--- src/rtl/video_pkg.sv ---
`default_nettype none
// video_pkg: shared pixel types, blend-mode and compositor-state encodings.
// Revision: 1.0
package video_pkg;

  typedef struct packed {
    logic [7:0] r;
    logic [7:0] g;
    logic [7:0] b;
  } rgb_t;

  typedef enum logic [1:0] {
    BLEND_OPAQUE = 2'd0,
    BLEND_75     = 2'd1,
    BLEND_50     = 2'd2,
    BLEND_25     = 2'd3
  } blend_e;

  typedef enum logic {
    ST_IDLE    = 1'b0,
    ST_LATCHED = 1'b1
  } comp_state_e;

  // 10-bit intermediates hold 3*255+255 without overflow; results truncate.
  function automatic logic [7:0] blend_ch(input logic [7:0] f, input logic [7:0] b,
                                          input blend_e mode);
    logic [9:0] f10;
    logic [9:0] b10;
    logic [9:0] s;
    f10 = {2'b00, f};
    b10 = {2'b00, b};
    case (mode)
      BLEND_75: s = ((f10 << 1) + f10 + b10) >> 2;
      BLEND_50: s = (f10 + b10) >> 1;
      BLEND_25: s = (f10 + (b10 << 1) + b10) >> 2;
      default:  s = f10;
    endcase
    return 8'(s);
  endfunction

endpackage
`default_nettype wire

--- src/rtl/pipe_delay.sv ---
`default_nettype none
// pipe_delay: STAGES-deep register shift line, asynchronous active-low clear.
// Revision: 1.0
module pipe_delay #(
  parameter int WIDTH  = 8,
  parameter int STAGES = 1
) (
  input  logic             clk,
  input  logic             rst_n,
  input  logic [WIDTH-1:0] i_d,
  output logic [WIDTH-1:0] o_q
);

  logic [WIDTH-1:0] r_stage [STAGES];

  always_ff @(posedge clk or negedge rst_n) begin
    if (!rst_n) begin
      for (int s = 0; s < STAGES; s++) r_stage[s] <= '0;
    end else begin
      r_stage[0] <= i_d;
      for (int s = 1; s < STAGES; s++) r_stage[s] <= r_stage[s-1];
    end
  end

  assign o_q = r_stage[STAGES-1];

endmodule
`default_nettype wire

--- src/rtl/sprite_compositor.sv ---
`default_nettype none
// sprite_compositor: aligns timing to late sprite RGB, applies colour key and
// frame-synchronous blend, registers RGB + timing for the encoder. Revision: 1.0
module sprite_compositor
  import video_pkg::*;
#(
  parameter int SPRITE_LATENCY = 4,
  parameter int H_WIDTH        = 11,
  parameter int V_WIDTH        = 10
) (
  input  logic               pixel_clk_in,
  input  logic               rst_n_in,
  input  logic [H_WIDTH-1:0] hcount_in,
  input  logic [V_WIDTH-1:0] vcount_in,
  input  logic               hsync_in,
  input  logic               vsync_in,
  input  logic               active_in,
  input  logic [23:0]        bg_rgb_in,
  input  logic [23:0]        fg_rgb_in,
  input  logic [23:0]        key_rgb_in,
  input  logic               key_en_in,
  input  logic [1:0]         blend_in,
  output logic [H_WIDTH-1:0] hcount_out,
  output logic [V_WIDTH-1:0] vcount_out,
  output logic               hsync_out,
  output logic               vsync_out,
  output logic               active_out,
  output logic [7:0]         red_out,
  output logic [7:0]         green_out,
  output logic [7:0]         blue_out
);

  localparam int C_BUS_W = H_WIDTH + V_WIDTH + 3 + 24;

  logic [C_BUS_W-1:0] w_bus_in;
  logic [C_BUS_W-1:0] w_bus_a;
  logic [H_WIDTH-1:0] w_hcount_a;
  logic [V_WIDTH-1:0] w_vcount_a;
  logic               w_hsync_a;
  logic               w_vsync_a;
  logic               w_active_a;
  rgb_t               w_bg_a;
  rgb_t               w_fg;
  rgb_t               w_rgb;
  logic               w_transparent;

  comp_state_e        r_state;
  logic               r_vsync_prev;
  blend_e             r_blend_mode_q;

  logic [H_WIDTH-1:0] r_hcount;
  logic [V_WIDTH-1:0] r_vcount;
  logic               r_hsync;
  logic               r_vsync;
  logic               r_active;
  rgb_t               r_rgb;

  assign w_bus_in = {hcount_in, vcount_in, hsync_in, vsync_in, active_in, bg_rgb_in};

  pipe_delay #(
    .WIDTH  (C_BUS_W),
    .STAGES (SPRITE_LATENCY)
  ) u_align (
    .clk   (pixel_clk_in),
    .rst_n (rst_n_in),
    .i_d   (w_bus_in),
    .o_q   (w_bus_a)
  );

  assign {w_hcount_a, w_vcount_a, w_hsync_a, w_vsync_a, w_active_a, w_bg_a} = w_bus_a;
  assign w_fg          = rgb_t'(fg_rgb_in);
  assign w_transparent = key_en_in && (fg_rgb_in == key_rgb_in);

  always_comb begin
    w_rgb = '0;
    if (w_active_a) begin
      if (w_transparent) begin
        w_rgb = w_bg_a;
      end else begin
        w_rgb.r = blend_ch(w_fg.r, w_bg_a.r, r_blend_mode_q);
        w_rgb.g = blend_ch(w_fg.g, w_bg_a.g, r_blend_mode_q);
        w_rgb.b = blend_ch(w_fg.b, w_bg_a.b, r_blend_mode_q);
      end
    end
  end

  // Blend mode only changes on a vsync rise, so a frame never mixes two modes.
  always_ff @(posedge pixel_clk_in or negedge rst_n_in) begin
    if (!rst_n_in) begin
      r_state        <= ST_IDLE;
      r_vsync_prev   <= 1'b0;
      r_blend_mode_q <= BLEND_OPAQUE;
    end else begin
      r_vsync_prev <= vsync_in;
      case (r_state)
        ST_IDLE: begin
          if (vsync_in && !r_vsync_prev) begin
            r_state        <= ST_LATCHED;
            r_blend_mode_q <= blend_e'(blend_in);
          end
        end
        ST_LATCHED: begin
          if (!vsync_in) r_state <= ST_IDLE;
        end
        default: r_state <= ST_IDLE;
      endcase
    end
  end

  always_ff @(posedge pixel_clk_in or negedge rst_n_in) begin
    if (!rst_n_in) begin
      r_hcount <= '0;
      r_vcount <= '0;
      r_hsync  <= 1'b0;
      r_vsync  <= 1'b0;
      r_active <= 1'b0;
      r_rgb    <= '0;
    end else begin
      r_hcount <= w_hcount_a;
      r_vcount <= w_vcount_a;
      r_hsync  <= w_hsync_a;
      r_vsync  <= w_vsync_a;
      r_active <= w_active_a;
      r_rgb    <= w_rgb;
    end
  end

  assign hcount_out = r_hcount;
  assign vcount_out = r_vcount;
  assign hsync_out  = r_hsync;
  assign vsync_out  = r_vsync;
  assign active_out = r_active;
  assign red_out    = r_rgb.r;
  assign green_out  = r_rgb.g;
  assign blue_out   = r_rgb.b;

endmodule
`default_nettype wire

--- config.mk ---
export PLATFORM = sky130hd
export DESIGN_NAME = sprite_compositor
export DESIGN_NICKNAME = d
export VERILOG_FILES = /design/src/rtl/video_pkg.sv /design/src/rtl/pipe_delay.sv /design/src/rtl/sprite_compositor.sv
export SDC_FILE = /design/constraint.sdc
export NUM_CORES = 1
export LEC_CHECK = 0
export CORE_MARGIN = 8
export CORE_UTILIZATION = 55
export DETAILED_ROUTE_END_ITERATION = 12
export PLACE_DENSITY = 0.86
export SKIP_CTS_REPAIR_TIMING = 1
export SYNTH_ARGS = -nofsm -noshare
export SYNTH_HDL_FRONTEND = slang
export SYNTH_SLANG_ARGS = --single-unit
--- constraint.sdc ---
create_clock -name pixel_clk_in -period 4.74 [get_ports pixel_clk_in]
set_input_delay 0.948 -clock pixel_clk_in [delete_from_list [all_inputs] [get_ports pixel_clk_in]]
set_output_delay 0.948 -clock pixel_clk_in [all_outputs]
set_load 0.05 [all_outputs]
### Word level (Yosys, flattened, before mapping)

Cells that the tools add are included.

| storage, ports and cells | value |
|---|---|
| bits in read-only memories | 0 |
| output and inout port bits | 48 |
| bits in latches | 0 |
| bits in writable memories | 0 |
| input port bits | 101 |
| memories kept | 0 |
| word-level logic and storage cells | 47 |
| bits in registers | 244 |

| cells by class | value |
|---|---|
| reduce and logical (&&, ||, !) cells | 4 |
| bitwise operators | 1 |
| div/mod/pow operators | 0 |
| shift-type cells | 0 |
| multiply operators | 0 |
| $add $sub $neg | 15 |
| order comparisons | 0 |
| eq/ne operators | 4 |
| mux-type cells | 8 |

Operators by type and width:

| operator | count |
|---|---|
| $pmux 8 s3 | 3 |
| $add 10x8->10 | 6 |
| $mux 24 | 2 |
| $add 8x9->10 | 3 |
| $add 9x8->10 | 3 |
| $add 8x8->9 | 3 |
| $eq 24x24->1 | 1 |
| $eq 2x2->1 const B | 2 |
| $eq 2x1->1 const B | 1 |
| $logic_and 1x1->1 | 2 |
| $mux 1 | 2 |
| $pmux 1 s2 | 1 |
| $reduce_and 2->1 | 1 |
| $logic_not 1->1 | 1 |
| $not 1->1 | 1 |

### Depth between registers and ports, before layout

Gate-level depths: netlist of run 1.

| logic depth | value |
|---|---|
| depth after elaboration | 5 |
| depth in mapped cells | 12 |
| depth with buffers taken out | 12 |

### Hierarchy

Synthesis of run 1 repeated with hierarchy kept, for this count alone.

| unflattened totals | value |
|---|---|
| cells, all modules | 939 |
| area total of the unflattened synthesis | 11,681.2 µm² |

Modules (own cells, without submodules):

| module | cells an instance | area each (µm²) | instances | seq. area each (µm²) |
|---|---|---|---|---|
| sprite_compositor | 699 | 6,516.2 | 1 | 1,301.2 |
| pipe_delay | 240 | 5,165.0 | 1 | 4,804.6 |

### Worst setup path before layout of run 1

OpenSTA, ideal clock, no wires.

| path | value |
|---|---|
| path type | input port to flip-flop |
| start | input port fg_rgb_in[17] |
| end | register r_rgb (netlist bit red_out[7]) |
| data required time | 4.618 ns |
| setup slack | 1.395 ns |
| arrival | 3.224 ns |
| buffers on the path | 0 |
| stages | 12 |
| setup time | 0.122 ns |
| path through | inv_1 > fa_1 > inv_1 > and2_1 > fa_1 > a21o_1 > a221oi_1 > o21ai_1 > o211ai_1 > and2_1 > o221ai_1 > o2111a_1 |

RTL lines:

| what | RTL line | RTL |
|---|---|---|
| from (decl) | sprite_compositor.sv:19 | `input logic [23:0] fg_rgb_in,` |
| to (signal assigned) | sprite_compositor.sv:124 | `r_rgb <= w_rgb;` |
| to (decl) | sprite_compositor.sv:56 | `rgb_t r_rgb;` |

==> results.yml, run 1 <==
sta:
  fin_crit_ps: 3728
  slew_headroom_pct: 39.61
  rsz0062_at_grt: "no"
  tightest_slew_ps: 905.9
  setup_tns_ps: 0
  hold_viol: 0
  fin_crit_sh_pct: 78.64
  timing.fmax_ghz: 0.2683
  drv_slew: 0
  final.setup_skew_ps: 14.84
  setup_viol: 0
clocking:
  root_buffer: "clkbuf_16"
  clkLatencyLatePin_ps: 520
  cts_made_buffers: 24
  htree_levels: 1
  clkTransAtPathRegs_ps: 70
  clk_path_buf_depth: 3
  clock-sinks: 243
  cts_tree: "done"
floorplanning:
  num_rows: 51
  design.core.area_um2: 19530
  die_h_um: 157.5
  initial_core_util_pct: 56.38
  io_pins: 149
  die_w_um: 157.5
  fp.dieArea_um2: 24800
route:
  ant_nets: 0
  vias: 7381
  drtIter0Drc: 379
  wl_um: 24520
  viasPerCell: 5.682
  drt_pass1_iterations: 5
  drcViolationCount: 0
  wl_per_cell_um: 18.88
grt:
  busiest_layer: "met2"
  antenna_found_initial: 0
  grt_max_degree: 115
  gr-usage-met3_pct: 5.511
  met1_usage_pct: 26.16
  grt_pass1_wl_um: 40290
  overflow: 0
  track_usage_pct: 20.72
  grt.met2_usage_pct: 33.94
  first_global_vias: 7954
synth:
  synth_cells: 853
  ys_types: 63
  netlist_area_um2: 11010
  ys.flop_type: "dfrtp_1"
  yosys_warnings: 0
  ys_async_sr_fraction_pct: 100.0
  synth-seq-cells: 243
  avgSynthCellArea_um2: 12.91
  ys_seq_area_share_pct: 55.23
  syn_nets: 1068
  synth-edff-count: 0
place:
  gp_congestion: 0.9066
  io_buffers: 148
  dpl.hpwl_um: 17520
critical_path:
  reg2regPathDepth: 12
  cp-start-kind: "input pin"
  crit_arrival_ps: 4130
  crit_path_start: "fg_rgb_in[9]"
  critPathCapture: "green_out[5]$_DFF_PN0_"
  critPathMaxFanout: 6
  ff2ff_setup_slack_ps: 1580
  end_kind: "flop"
  critPathRequiredTime_ps: 5140
  critical_path_class: "in2reg"
  r2r-end: "red_out[7]$_DFF_PN0_"
  rr_startpoint: "u_align.o_q[17]$_DFF_PN0_"
worst_hold_path:
  hp-class: "reg2reg"
finish:
  layout-drive-gt1-share_pct: 6.867
  mostFrequentLayoutCells: "dfrtp_1, clkdlybuf4s50_1, ha_1, fa_1, a21oi_1"
  n_antenna_cell: 0
  final_util_pct: 70.05
  mostFrequentLayoutCell: "dfrtp_1"
  area_growth_pct: 24.24
  nets: 1232
outcome:
  outcome: "finished clean"
power_and_ir_drop:
  totalPowerFinal_w: 0.005742
  power.leakage_nw: 5.914
  power.density_nw_per_um2: 419.8
  ir_worst_vdd_mv: 0.3206
flow_run:
  cap_violations: 0
[layout make-up]
type                            count  area, um2
Tap cell                          265      331.6
Timing Repair Buffer              157       1567
Multi-Input combinational cell    554       4707
Inverter                           37      138.9
Fill cell                        1357       5848
Clock buffer                       31      678.2
Clock inverter                     12      175.2
Sequential cell                   243       6081
[kinds of logic after synthesis]
logic type	share of synthesized area (%)
compound gates	11.27
xor+xnor	5.410
fa+ha+maj	16.43
buf+inv	2.012
flops	55.23
mux	1.807
simple gates	7.830
[worst min path at each step]
| stage | to | start | depth (start not counted) | slack (ps) |
|---|---|---|---|---|
| floorplan | hcount_out[0]$_DFF_PN0_ | u_align.o_q[37]$_DFF_PN0_ | 0 | 330 |
| global placement | vcount_out[7]$_DFF_PN0_ | u_align.o_q[34]$_DFF_PN0_ | 0 | 330 |
| detailed placement | hcount_out[7]$_DFF_PN0_ | u_align.o_q[44]$_DFF_PN0_ | 0 | 330 |
| CTS | hcount_out[7]$_DFF_PN0_ | u_align.o_q[44]$_DFF_PN0_ | 0 | 340 |
| global route | hcount_out[7]$_DFF_PN0_ | u_align.o_q[44]$_DFF_PN0_ | 0 | 350 |
| finish | u_align.r_stage[65]$_DFF_PN0_ | u_align.r_stage[113]$_DFF_PN0_ | 0 | 340 |
[Yosys cell counts, types with 3 or more instances]
master	number	area share [%]
nand2b_1	15	0.85
xor2_1	23	1.8
nand3_1	13	0.59
a211oi_1	14	0.95
a21boi_1	4	0.27
mux2_2	3	0.31
o22ai_1	4	0.23
mux4_2	6	1.2
o31ai_1	3	0.20
o211a_1	4	0.36
o221ai_1	3	0.24
fa_1	51	9.3
nor2_1	34	1.2
xnor2_1	45	3.6
or2_2	6	0.34
nor4_1	5	0.28
a221oi_1	3	0.24
o21ai_0	29	1.3
buf_2	6	0.27
nor2b_1	6	0.34
clkbuf_1	10	0.34
nand4b_1	3	0.24
and2_1	7	0.40
nor3_1	25	1.1
nand4_1	7	0.40
a31o_1	3	0.24
o211ai_1	11	0.75
dfrtp_1	243	55
a21oi_1	50	2.3
inv_1	36	1.2
ha_1	63	7.2
a21o_1	10	0.68
a31oi_1	4	0.23
o21bai_1	4	0.27
o21a_1	8	0.55
mux2i_1	3	0.27
o21ai_1	14	0.64
nor4b_1	3	0.24
nand2_1	39	1.3
[critical path, cell delays in order]
cell,delay [ps]
clkdlybuf4s50_1,670
inv_1,170
fa_1,530
or2_2,330
fa_1,400
nand2b_1,190
a21oi_1,190
o21a_1,160
nor2_1,50
xnor2_1,120
a221oi_1,260
o21ai_1,110
[power by group]
| group | total [W] | leakage, nW | internal (W) | switching, W |
|---|---|---|---|---|
| clock network | 0.00200 | 0.410 | 0.00123 | 0.000773 |
| logic | 0.00144 | 2.64 | 0.000620 | 0.000820 |
| registers | 0.00230 | 2.86 | 0.00221 | 0.0000859 |
| total | 0.00574 | 5.91 | 0.00406 | 0.00168 |
[sequential cells by signal (all words and copies together) (netlist names), 2 cells and up]
| register | flops |
|---|---|
| red_out | 8 |
| u_align.r_stage | 144 |
| hcount_out | 11 |
| blue_out | 8 |
| u_align.o_q | 48 |
| green_out | 8 |
| vcount_out | 10 |
| r_blend_mode_q | 2 |
[metal layers]
metal  vias up  routed length [um]
met4         0                 740
met3        66                2433
met2       316               11540
met5         -                   0
met1      3661                9810
li1       3338                   -
[per-stage QoR]
step | hold WS [ps] | std cells | setup slack, ps | area (um2)
after detailed placement | 334.7 | 1256 | 555.8 | 12820
after global routing | 347.1 | 1299 | 871.5 | 13680
after floorplan | 331.2 | 853 | 1395 | 11010
final | 341.3 | 1299 | 1012 | 13680
after global placement | 332.6 | 1256 | 622.3 | 12820
after CTS | 343.6 | 1299 | 1048 | 13680
Power figures use the tool's default switching activity.
==> run 2, diff against run 1 <==
--- a/config.mk
+++ b/config.mk
@@ -6,9 +6,9 @@
 export NUM_CORES = 1
 export LEC_CHECK = 0
 export CORE_MARGIN = 8
-export CORE_UTILIZATION = 55
+export CORE_UTILIZATION = 50
 export DETAILED_ROUTE_END_ITERATION = 12
-export PLACE_DENSITY = 0.86
+export PLACE_DENSITY = 0.83
 export SKIP_CTS_REPAIR_TIMING = 1
 export SYNTH_ARGS = -nofsm -noshare
 export SYNTH_HDL_FRONTEND = slang
==> constraint.sdc (replaced) <==
create_clock -name pixel_clk_in -period 3.4 [get_ports pixel_clk_in]
set_input_delay 0.68 -clock pixel_clk_in [delete_from_list [all_inputs] [get_ports pixel_clk_in]]
set_output_delay 0.68 -clock pixel_clk_in [all_outputs]
set_load 0.05 [all_outputs]
==> results.yml, run 2 (same netlist as run 1, synthesis figures left out) <==
clocking:
  clk_path_buf_depth: 3
  htree_levels: 1
  clkLatencyLatePin_ps: 510
  clkTransAtPathRegs_ps: 60
  cts_made_buffers: 25
  root_buffer: "clkbuf_16"
  cts_tree: "done"
  clock-sinks: 243
route:
  drt_pass1_iterations: 5
  drcViolationCount: 0
  wl_um: 24940
  viasPerCell: 5.401
  drtIter0Drc: 366
  vias: 7518
  ant_nets: 0
  wl_per_cell_um: 17.91
floorplanning:
  initial_core_util_pct: 50.76
  fp.dieArea_um2: 27020
  die_h_um: 164.4
  io_pins: 149
  design.core.area_um2: 21690
  die_w_um: 164.4
  num_rows: 54
place:
  io_buffers: 148
  dpl.hpwl_um: 18690
  gp_congestion: 0.8710
  dpl_cell_area_um2: 13430
  post-place-cells: 1347
finish:
  n_antenna_cell: 0
  mostFrequentLayoutCells: "dfrtp_1, clkdlybuf4s50_1, buf_4, ha_1, fa_1"
  area_growth_pct: 30.11
  final_util_pct: 66.04
  design_area_um2: 14320
  nets: 1309
  nFillCells: 1623
  largest_reg_flops: 144
  mostFrequentLayoutCell: "dfrtp_1"
  largest_register: "u_align.r_stage"
  layout-drive-gt1-share_pct: 13.58
  layoutNonFillerInstCount: 1392
grt:
  antenna_found_initial: 0
  grt_pass1_wl_um: 40230
  first_global_vias: 7932
  overflow: 0
  grt_max_degree: 110
  track_usage_pct: 18.76
power_and_ir_drop:
  ir_worst_vdd_mv: 0.5327
  totalPowerFinal_w: 0.008239
  power.density_nw_per_um2: 575.2
  power.leakage_nw: 6.320
critical_path:
  rr_startpoint: "u_align.o_q[17]$_DFF_PN0_"
  critPathMaxFanout: 2
  reg2regPathDepth: 13
  ff2ff_setup_slack_ps: 400
  crit_arrival_ps: 3610
  cp-start-kind: "input pin"
  critPathRequiredTime_ps: 3830
  r2r-end: "red_out[7]$_DFF_PN0_"
  critical_path_class: "in2reg"
  end_kind: "flop"
outcome:
  outcome: "finished clean"
sta:
  final.setup_skew_ps: 7.898
  fin_crit_sh_pct: 93.45
  setup_viol: 0
  timing.fmax_ghz: 0.3147
  slew_headroom_pct: 46.61
  tightest_slew_ps: 800.9
  rsz0062_at_grt: "no"
  hold_viol: 0
  hold_ws_ps: 191.9
  drv_slew: 0
  fin_crit_ps: 3177
worst_hold_path:
  hp-class: "in2async"
flow_run:
  cap_violations: 0
[run 2: changes by cell type in the layout (fill, tap and decap cells not counted)]
cell | previous run | this run
buf_4 | 8 | 83
clkbuf_8 | 3 | 9
clkinvlp_4 | 3 | 1
inv_6 | 0 | 2
a221oi_1 | 3 | 2
a221oi_2 | 1 | 2
buf_12 | 1 | 2
bufinv_16 | 4 | 3
clkbuf_1 | 3 | 2
clkinv_2 | 3 | 2
clkinv_4 | 2 | 1
[run 2: layer usage]
| metal | share of wire (%) | wire length, um | global-route usage [%] |
|---|---|---|---|
| met4 | 2.0 | 504 | 5.201 |
| met5 | 0 | 0 | 0 |
| met1 | 40 | 9964 | 23.63 |
| met2 | 49 | 12300 | 32.02 |
| met3 | 8.7 | 2163 | 4.437 |
[run 2: area by class of cell]
type / instances / area (um2) / area share (%)
clock buffers: 36 / 757.0 / 5.285
clock inverters: 9 / 133.9 / 0.9347
inverters: 37 / 138.9 / 0.9696
multi-input cells: 554 / 4713 / 32.91
well taps: 280 / 350.3 / 2.446
flip-flops and latches: 243 / 6081 / 42.45
repair buffers: 233 / 2150 / 15.01
[run 2: power by group]
part,total [W],leakage (nW),internal (W),switching [W]
combinational,0.00219,3.02,0.00100,0.00119
clock,0.00286,0.439,0.00178,0.00108
sequential,0.00319,2.86,0.00309,0.000103
[run 2: through the flow]
step | setup TNS [ps] | setup slack [ps]
CTS | 0 | 200.3
global route | 0 | 48.02
global placement | -2035 | -293.4
finish | 0 | 222.7
detailed placement | -2871 | -328.0
floorplan | 0 | 322.7
[run 2: how the worst max path moves through the flow]
stage	startpoint	endpoint	slack, ps	depth (start not counted)
after floorplan	fg_rgb_in[17]	red_out[7]$_DFF_PN0_	320	12
after global placement	fg_rgb_in[17]	red_out[7]$_DFF_PN0_	-290	14
after detailed placement	fg_rgb_in[17]	red_out[7]$_DFF_PN0_	-330	14
after CTS	fg_rgb_in[17]	red_out[7]$_DFF_PN0_	200	14
after global routing	fg_rgb_in[3]	blue_out[4]$_DFF_PN0_	50	11
final	fg_rgb_in[1]	blue_out[3]$_DFF_PN0_	220	12
[run 2: worst max-delay path, stage by stage]
cell and delay (ps):
clkdlybuf4s50_1 480, inv_1 90, fa_1 500, or2_2 320, fa_1 410, nand2b_1 190
nand2b_1 90, a211oi_1 80, o21ai_1 170, o21ai_0 130, a221o_1 320, a21boi_1 140
